**config.mk**
```make
export PLATFORM = sky130hd
export DESIGN_NAME = seg_scan_ctrl
export DESIGN_NICKNAME = d
export VERILOG_FILES = /design/src/rtl/seg_pkg.sv /design/src/rtl/seg_hex_decode.sv /design/src/rtl/seg_scan_ctrl.sv
export SDC_FILE = /design/constraint.sdc
export NUM_CORES = 1
export LEC_CHECK = 0
export BUFFER_PORTS_ARGS = -buffer_cell sky130_fd_sc_hd__buf_2
export CAP_MARGIN = 10
export CORE_ASPECT_RATIO = 0.8
export CORE_UTILIZATION = 35
export DETAILED_ROUTE_END_ITERATION = 16
export HOLD_SLACK_MARGIN = 0.08
export PLACE_DENSITY = 0.5
export SLEW_MARGIN = 20
export SYNTH_ARGS = -nofsm -noshare
export SYNTH_HDL_FRONTEND = slang
export SYNTH_SLANG_ARGS = --single-unit
```
**constraint.sdc**
```tcl
create_clock -name clk -period 5.1 [get_ports clk]
set_input_delay 0.765 -clock clk [delete_from_list [all_inputs] [get_ports clk]]
set_output_delay 0.765 -clock clk [all_outputs]
set_load 0.02 [all_outputs]
```
**src/rtl/seg_pkg.sv**
```systemverilog
// Shared types and the hex-to-seven-segment table for the digit scan controller.
// Segment order is abcdefg with bit 6 = a; table entries are active-high.
package seg_pkg;

  typedef logic [6:0] seg_t;

  localparam seg_t SEG_OFF = 7'b000_0000;

  localparam seg_t HEX_TABLE [16] = '{
    7'b111_1110, 7'b011_0000, 7'b110_1101, 7'b111_1001,
    7'b011_0011, 7'b101_1011, 7'b101_1111, 7'b111_0000,
    7'b111_1111, 7'b111_1011, 7'b111_0111, 7'b001_1111,
    7'b100_1110, 7'b011_1101, 7'b100_1111, 7'b100_0111
  };

  function automatic seg_t hex_to_seg(input logic [3:0] nibble);
    return HEX_TABLE[nibble];
  endfunction

endpackage

```
**src/rtl/seg_hex_decode.sv**
```systemverilog
// Combinational nibble to active-high segment pattern decoder.
module seg_hex_decode
  import seg_pkg::*;
(
  input  logic [3:0] nibble,
  output seg_t       seg
);

  // Table lookup; every nibble value has an entry
  always_comb begin
    seg = hex_to_seg(nibble);
  end

endmodule

```
**src/rtl/seg_scan_ctrl.sv**
```systemverilog
// Multiplexed seven-segment scan controller with frame-synchronous shadow update,
// per-digit masking and leading-zero blanking.
module seg_scan_ctrl
  import seg_pkg::*;
#(
  parameter int NUM_DIGITS = 4,
  parameter int CLK_DIV    = 100000,
  parameter int ACTIVE_LOW = 1
) (
  input  logic                      clk,
  input  logic                      rst_n,
  input  logic                      load,
  input  logic [4*NUM_DIGITS-1:0]   digit_val,
  input  logic [NUM_DIGITS-1:0]     dp_in,
  input  logic [NUM_DIGITS-1:0]     blank_mask,
  input  logic                      lz_blank,
  output logic [6:0]                seg_out,
  output logic                      dp_out,
  output logic [NUM_DIGITS-1:0]     an_out,
  output logic                      load_ack,
  output logic                      frame_tick
);

  localparam int DIV_W = (CLK_DIV > 1) ? $clog2(CLK_DIV) : 1;
  localparam int IDX_W = (NUM_DIGITS > 1) ? $clog2(NUM_DIGITS) : 1;
  localparam logic [DIV_W-1:0] DIV_LAST = DIV_W'(CLK_DIV - 1);
  localparam logic [IDX_W-1:0] IDX_LAST = IDX_W'(NUM_DIGITS - 1);
  localparam seg_t SEG_POL = (ACTIVE_LOW != 0) ? 7'h7F : 7'h00;
  localparam logic DP_POL = (ACTIVE_LOW != 0) ? 1'b1 : 1'b0;
  localparam logic [NUM_DIGITS-1:0] AN_POL =
    (ACTIVE_LOW != 0) ? {NUM_DIGITS{1'b1}} : {NUM_DIGITS{1'b0}};

  logic [DIV_W-1:0]          div_r;
  logic [IDX_W-1:0]          idx_r;
  logic                      started_r;
  logic                      pending_r;
  logic [4*NUM_DIGITS-1:0]   capture_r;
  logic [NUM_DIGITS-1:0]     capture_dp_r;
  logic [4*NUM_DIGITS-1:0]   shadow_r;
  logic [NUM_DIGITS-1:0]     shadow_dp_r;
  seg_t                      seg_r;
  logic                      dp_r;
  logic [NUM_DIGITS-1:0]     an_r;
  logic                      load_ack_r;
  logic                      frame_tick_r;

  logic                      tick_s;
  logic                      boundary_s;
  logic                      commit_s;
  logic [IDX_W-1:0]          idx_next_s;
  logic [4*NUM_DIGITS-1:0]   shadow_next_s;
  logic [NUM_DIGITS-1:0]     shadow_dp_next_s;
  logic [3:0]                nibble_s;
  seg_t                      dec_seg_s;
  logic [NUM_DIGITS-1:0]     lz_dark_s;
  logic                      zero_above_s;
  logic                      dark_s;

  assign tick_s     = (div_r == DIV_LAST);
  // The very first tick after reset only selects digit 0; it does not close a frame
  assign boundary_s = tick_s && started_r && (idx_r == IDX_LAST);
  assign commit_s   = boundary_s && pending_r;

  // Next scan index, and the shadow contents that will be valid after this edge
  always_comb begin
    if (!started_r || (idx_r == IDX_LAST)) begin
      idx_next_s = {IDX_W{1'b0}};
    end else begin
      idx_next_s = idx_r + IDX_W'(1);
    end
    shadow_next_s    = commit_s ? capture_r : shadow_r;
    shadow_dp_next_s = commit_s ? capture_dp_r : shadow_dp_r;
    nibble_s         = shadow_next_s[{idx_next_s, 2'b00} +: 4];
  end

  // Digit i is a leading zero when it and every more significant nibble are zero
  always_comb begin
    zero_above_s = 1'b1;
    lz_dark_s    = {NUM_DIGITS{1'b0}};
    for (int i = NUM_DIGITS - 1; i >= 0; i--) begin
      zero_above_s = zero_above_s && (shadow_next_s[4*i +: 4] == 4'h0);
      lz_dark_s[i] = zero_above_s && (i != 0);
    end
    dark_s = blank_mask[idx_next_s] || (lz_blank && lz_dark_s[idx_next_s]);
  end

  seg_hex_decode u_hex_decode (
    .nibble (nibble_s),
    .seg    (dec_seg_s)
  );

  // Divider, scan index, frame pulses and pin-level output registers
  always_ff @(posedge clk or negedge rst_n) begin
    if (!rst_n) begin
      div_r        <= {DIV_W{1'b0}};
      idx_r        <= {IDX_W{1'b0}};
      started_r    <= 1'b0;
      load_ack_r   <= 1'b0;
      frame_tick_r <= 1'b0;
      seg_r        <= SEG_OFF ^ SEG_POL;
      dp_r         <= DP_POL;
      an_r         <= AN_POL;
    end else begin
      div_r        <= tick_s ? {DIV_W{1'b0}} : (div_r + DIV_W'(1));
      load_ack_r   <= commit_s;
      frame_tick_r <= boundary_s;
      if (tick_s) begin
        started_r <= 1'b1;
        idx_r     <= idx_next_s;
        if (dark_s) begin
          seg_r <= SEG_OFF ^ SEG_POL;
          dp_r  <= DP_POL;
          an_r  <= AN_POL;
        end else begin
          seg_r <= dec_seg_s ^ SEG_POL;
          dp_r  <= shadow_dp_next_s[idx_next_s] ^ DP_POL;
          an_r  <= (NUM_DIGITS'(1'b1) << idx_next_s) ^ AN_POL;
        end
      end
    end
  end

  // Capture/pending handshake; a load coinciding with a commit stays pending
  always_ff @(posedge clk or negedge rst_n) begin
    if (!rst_n) begin
      pending_r    <= 1'b0;
      capture_r    <= {(4*NUM_DIGITS){1'b0}};
      capture_dp_r <= {NUM_DIGITS{1'b0}};
      shadow_r     <= {(4*NUM_DIGITS){1'b0}};
      shadow_dp_r  <= {NUM_DIGITS{1'b0}};
    end else begin
      shadow_r    <= shadow_next_s;
      shadow_dp_r <= shadow_dp_next_s;
      if (load) begin
        capture_r    <= digit_val;
        capture_dp_r <= dp_in;
        pending_r    <= 1'b1;
      end else if (commit_s) begin
        pending_r <= 1'b0;
      end
    end
  end

  assign seg_out    = seg_r;
  assign dp_out     = dp_r;
  assign an_out     = an_r;
  assign load_ack   = load_ack_r;
  assign frame_tick = frame_tick_r;

endmodule

```
=== Yosys cells after proc, flatten, opt, wreduce, memory -nomap -nowiden ===
Memories as Yosys holds them, arrays and structs flattened.
Cells that the tools add are included.

* Register bits: 75
* ROM bits: 112
* Input port bits: 28
* Output and inout bits: 14
* Logic and storage cells: 56
* Memories: 1

* Add/sub/neg operators: 2
* Magnitude comparators: 2
* Eq/ne operators: 2
* Shift-type cells: 2
* Multiplexer cells: 17
* Bitwise logic cells: 4
* Reductions and logical operators: 13

{| class="wikitable"
|+ Memory list
! name !! depth !! width !! read ports !! clocked after memory_dff !! write ports !! RTL line !! text
|-
| (name not given) || 16 || 7 || 1 || 0 || 0 || seg_pkg.sv:17 || <nowiki>return HEX_TABLE[nibble];</nowiki>
|}

{| class="wikitable"
|+ Operators by type and width
! operator !! count
|-
| 2-to-1 mux 7 bit || 3
|-
| adder 17 x 1 -> 17 bit, second input constant || 1
|-
| == test 17 bit, second input constant || 1
|-
| 2-to-1 mux 17 bit || 1
|-
| 2-to-1 mux 16 bit || 1
|-
| indexed part select 16 x 5 -> 4 bit || 1
|-
| logical NOT 4 bit || 3
|-
| 2-to-1 mux 4 bit || 2
|-
| inverter 7 bit || 1
|-
| binary-select mux 1 bit (select 2 bit) || 3
|-
| logical AND 1 bit || 6
|-
| 2-to-1 mux 1 bit || 6
|-
| >= comparator 5 bit, second input constant || 1
|-
| inverter 4 -> 5 bit || 1
|-
| inverter 4 bit || 1
|-
| << shifter 1 x 2 -> 4 bit, first input constant || 1
|-
| less-than comparator 2 x 3 -> 1 bit, second input constant || 1
|-
| adder 2 x 1 -> 2 bit, second input constant || 1
|-
| == test 2 bit, second input constant || 1
|-
| logical OR 1 bit || 2
|-
| 2-to-1 mux 2 bit || 1
|-
| nonzero test 2 bit || 1
|-
| logical NOT 1 bit || 1
|-
| inverter 1 bit || 1
|}

=== Depth between registers and ports, before layout ===
* Depth in word-level cells: 13
* Depth in mapped cells: 12
* Mapped depth without buffers: 11

=== Modules after synthesis ===
Synthesis repeated with hierarchy kept, for this count alone.

* Cell total of the unflattened synthesis: 363
* Area total of the unflattened synthesis: 3774.9 um^2

{| class="wikitable"
|+ Modules (own cells, without submodules)
! module !! instances !! cells each !! area each (um^2) !! seq. area each (um^2)
|-
| seg_scan_ctrl || 1 || 330 || 3487.1 || 1891.8
|-
| seg_hex_decode || 1 || 33 || 287.8 || 0.0
|}

=== Worst setup path after synthesis ===
OpenSTA, ideal clock, no wires.

* Kind: flip-flop to flip-flop
* Start: register div_r[11]
* End: register seg_r[3] (netlist: seg_out[3])
* Library setup time: 81 ps
* Data arrival time: 2821 ps
* Data required time: 5019 ps
* Setup slack: 2197 ps
* Stages on the path, launching flop included: 11
* Buffers on the path: 1
* Clock period less this slack: 2903 ps
* Cell sequence: dfrtp_1 or4_4 nor4_4 and2_1 buf_2 o211a_2 inv_1 ha_1 mux2_1 o211ai_1 a21oi_2

* Longest elaborated chain between the ends: 13
* Elaborated cells between the ends (all ways): 21
* Those cells by class: eq/ne: 1; shift: 1; mux: 6; bitwise: 2; reduce/logical: 10; memory: 1

{| class="wikitable"
|+ RTL lines
! what !! RTL line !! text
|-
| start: declaration || seg_scan_ctrl.sv:33 || <nowiki>logic [DIV_W-1:0] div_r;</nowiki>
|-
| start signal: assignment || seg_scan_ctrl.sv:95 || <nowiki>div_r <= {DIV_W{1'b0}};</nowiki>
|-
| start signal: assignment || seg_scan_ctrl.sv:104 || <nowiki>div_r <= tick_s ? {DIV_W{1'b0}} : (div_r + DIV_W'(1));</nowiki>
|-
| == test 17 bit (*) || seg_scan_ctrl.sv:59 || <nowiki>assign tick_s = (div_r == DIV_LAST);</nowiki>
|-
| branches (longest 12 deep; another with memory read (16 x 7 bit)) || n/a ||
|-
| end signal: assignment || seg_scan_ctrl.sv:100 || <nowiki>seg_r <= SEG_OFF ^ SEG_POL;</nowiki>
|-
| end signal: assignment || seg_scan_ctrl.sv:111 || <nowiki>seg_r <= SEG_OFF ^ SEG_POL;</nowiki>
|-
| end signal: assignment || seg_scan_ctrl.sv:115 || <nowiki>seg_r <= dec_seg_s ^ SEG_POL;</nowiki>
|-
| end: declaration || seg_scan_ctrl.sv:41 || <nowiki>seg_t seg_r;</nowiki>
|}

Mark *: on every way between the ends. The select of a mux whose other input is x is not followed.
A chain may end at the register's enable or synchronous reset.

=== Final worst setup path ===
* Start: register idx_r[0]
* End: register seg_r[3] (netlist: seg_out[3])

* Longest elaborated chain between the ends: 12
* Elaborated cells between the ends (all ways): 25
* Those cells by class: add/sub: 1; eq/ne: 1; shift: 1; mux: 9; bitwise: 2; reduce/logical: 10; memory: 1

{| class="wikitable"
|+ RTL lines
! what !! RTL line !! text
|-
| start: declaration || seg_scan_ctrl.sv:34 || <nowiki>logic [IDX_W-1:0] idx_r;</nowiki>
|-
| start signal: assignment || seg_scan_ctrl.sv:96 || <nowiki>idx_r <= {IDX_W{1'b0}};</nowiki>
|-
| start signal: assignment || seg_scan_ctrl.sv:109 || <nowiki>idx_r <= idx_next_s;</nowiki>
|-
| branches (longest 11 deep; another with memory read (16 x 7 bit)) || n/a ||
|-
| 2-to-1 mux 7 bit (*) || seg_scan_ctrl.sv:110 || <nowiki>if (dark_s) begin</nowiki>
|}

Marks and branches as above.

==> parameters.txt <==
Parameter                              Value

Setup path
  Number of cells on the worst reg-to-reg path    9
  Endpoint of the most critical register-to-register path    seg_out[3]$_DFFE_PN1N_
  Critical path startpoint    idx_r[0]$_DFFE_PN0N_
  Cell breakdown of the critical path    ha_1, o21bai_1, nand2_1, o211ai_1, inv_1, ha_1, mux2_1, o211ai_1, a21oi_2
  WP data required    5.33 ns
  Worst EP arrival    3.49 ns
  Highest cell delay on the worst timing path    0.65 ns
  Worst Setup End Kind    flip-flop
  CP max stage cell    dfrtp_1
  Critical path type    flip-flop to flip-flop
  Maximum fanout along the worst path    14
  CP bufs+invs    1
  Minimum setup slack among reg-to-reg paths    1.84 ns
  FF-to-FF Start    idx_r[0]$_DFFE_PN0N_
  CP startpoint kind    flip-flop
  Top cell family by delay on the critical path    compound AO/OA/AOI/OAI gates

Timing
  Final WS setup    1.84 ns
  Fin crit share    63.9%
  Slew margin rel.    38.2%
  Final critical-path required period    3.26 ns
  Number of hold violations in the final report    0
  Final Max Slew Viols    0
  Upper clock frequency limit    307 MHz
  Tightest hold margin    0.468 ns
  Setup clock skew after layout    0.00531 ns
  Setup repair after global routing missed its margin    no
  Final-report setup violation count    0
  Setup TNS    0 ns
  Transition at the pin with the smallest max-transition slack    0.927 ns

Pwr
  Worst vdd rail ir drop    0.228 mV
  Power per unit of standard cell area    295 nW/um^2
  Total leakage power    1.90 nW

Placement
  Count of port buffers added during placement    41
  Post-detail-place hpwl    5400 um
  Routability-driven placement congestion ratio    0.794
  Placement Setup Slack    1.84 ns
  DP Area    3950 um^2

Run status
  Result of the run    complete, no violations

Clock network
  Post-CTS Setup Inserts    0
  Cells resized by post-CTS repair    0
  Number of buffers inserted during clock tree synthesis    9
  Clock tree from TritonCTS    built
  Maximum clock path buffer count    2
  Max H-tree Level    3
  Worst-skew pair later-pin latency    0.33 ns
  Clock tree root buffer cell    clkbuf_16
  Clock transition at the register clock pins on the worst setup and hold paths after CTS    0.05 ns
  CTS hold repair buffers    0
  Clk sinks    75

Global routing
  Via count of the first global-routing pass    2575
  GRT Total Usage    16.3%
  Total grt overflow    0
  Wire length of the first global-routing pass    13300 um
  Number of antenna violations at the first check in global routing    0
  Pin count of the biggest net entering global routing    76

Worst hold path
  Worst hold path class    flip-flop to flip-flop
  Min-delay src    shadow_r[0]$_DFF_PN0_
  Hold path endpoint    shadow_r[0]$_DFF_PN0_
  Hold-critical path depth    2

Die
  Area of the placeable core    9850 um^2
  Die Area    10800 um^2
  Initial core utilization    36.8%
  Io pins    42
  Y dimension of the die    93.0 um
  Chip Width    116 um
  Row cnt    32

Synth
  Number of instances in the synthesized netlist    340
  Fraction of the yosys area taken by sequential cells    52.2%
  Number of flops mapped to enable cells by yosys    0
  Top FF cell, synth    dfrtp_1
  Post-Syn Area    3620 um^2
  #FFs+latches synth    75
  Number of nets produced by synthesis    376
  Post-synthesis area per instance    10.6 um^2
  Synth warnings    0
  Post-synthesis cell type count    54
  Fraction of registers with async set/reset    100%

Run
  MaxCap Viol Count    0

Layout
  Number of fill cells in the layout    1023
  Footprint of the multi-input gates    1650 um^2
  Sequential cell area    1890 um^2
  Area of all placed cells without fillers    4220 um^2
  Number of antenna diodes    0
  Layout cells sized above 1    26.9%
  Final Net Count    417
  Relative area change from synthesis to final layout    16.6%

Routing
  Number of search-and-repair iterations in the first detailed-routing pass    4
  Routed wire per std cell    14.6 um
  Iteration-0 DRC count of the detailed router    136
  Via Count    2556
  Vias per cell    4.90
  Count of nets left with antenna violations after detail routing    0
  Final routed wirelength across all metal layers    7600 um
  DR DRC count    0
## per-layer routing
layer	vias to the layer above	GRT usage (%)	wire length, um
met5	-	0	0
met4	0	5.45	108
met3	8	4.54	307
met2	51	23.8	3220
met1	1218	23.3	3970
li1	1279	-	-
## where the power goes
| group | internal (mW) | switching, mW | total [mW] |
|---|---|---|---|
| Combinational | 0.0232 | 0.0217 | 0.0449 |
| Clock | 0.357 | 0.220 | 0.577 |
| Sequential | 0.612 | 0.0110 | 0.623 |
## worst max-delay path by stage
stage	endpoint	slack, ns	depth (start not counted)
finish	seg_out[3]$_DFFE_PN1N_	1.84	9
detailed placement	seg_out[3]$_DFFE_PN1N_	1.84	9
floorplan	seg_out[3]$_DFFE_PN1N_	2.20	10
global route	seg_out[3]$_DFFE_PN1N_	1.51	9
global placement	an_out[0]$_DFFE_PN1N_	1.90	7
CTS	seg_out[3]$_DFFE_PN1N_	1.83	9
## tightest hold or removal path, stage by stage, from the launching register on
cell	delay [ns]
dfrtp_1	0.34
nand2_1	0.05
nand2_1	0.05
## cell families (layout without fill, tap and decap cells)
family,after synthesis,count (layout),share of synthesized area [%]
and+or+nand+nor,149,149,20.0
DFF,75,75,52.2
AOI/OAI and AO/OA,44,44,9.16
muxes,31,31,9.92
buffers and inverters,18,64,2.32
xor gates and xnor gates,15,15,3.63
adders and majority gates,8,8,2.76
## cell type report
cell class	instances	share of cell area [%]
Multi-Input combinational cell	247	39.0
Clock buffer	16	6.43
Tap cell	136	4.03
Sequential cell	75	44.8
Timing Repair Buffer	43	5.28
Inverter	5	0.445
## per-stage QoR
step,utilization [%],power [mW],std cells
global route,42.8,1.30,522
finish,42.8,1.25,522
floorplan,-,0.651,340
global placement,40.1,0.679,506
CTS,42.8,1.27,522
detailed placement,40.1,0.681,506
## sequential cells by signal (all words and copies together) (netlist names), 2 cells and up
name	cells
an_out	4
capture_dp_r	4
capture_r	16
div_r	17
idx_r	2
seg_out	7
shadow_dp_r	4
shadow_r	16
## cells in the final DEF (no fill, tap or decap), types with 4 or more instances in the layout
cell / count
clkbuf_1: 5
o211ai_1: 5
dfstp_2: 12
nand2_1: 65
mux2i_1: 7
clkbuf_16: 9
mux2_2: 20
xor2_1: 7
and4_1: 5
nor2_1: 32
dfrtp_1: 63
a21oi_2: 9
nand4_1: 5
nand3_1: 11
buf_2: 40
o21ai_0: 4
xnor2_1: 8
ha_1: 8
a21oi_1: 9
nor4_1: 6
inv_1: 5
## cells in the mapped netlist, drive strengths merged, types with 7 or more instances
library cell	number	area [um^2]
mux2	23	267
a21oi	18	124
clkbuf	8	30.0
dfstp	12	315
nand3	11	55.1
dfrtp	63	1580
nor4	7	58.8
ha	8	100
xnor2	8	70.1
nor2	32	120
nand2	66	250
xor2	7	61.3
mux2i	7	70.1
No activity file was read; power rests on OpenSTA's default activity.
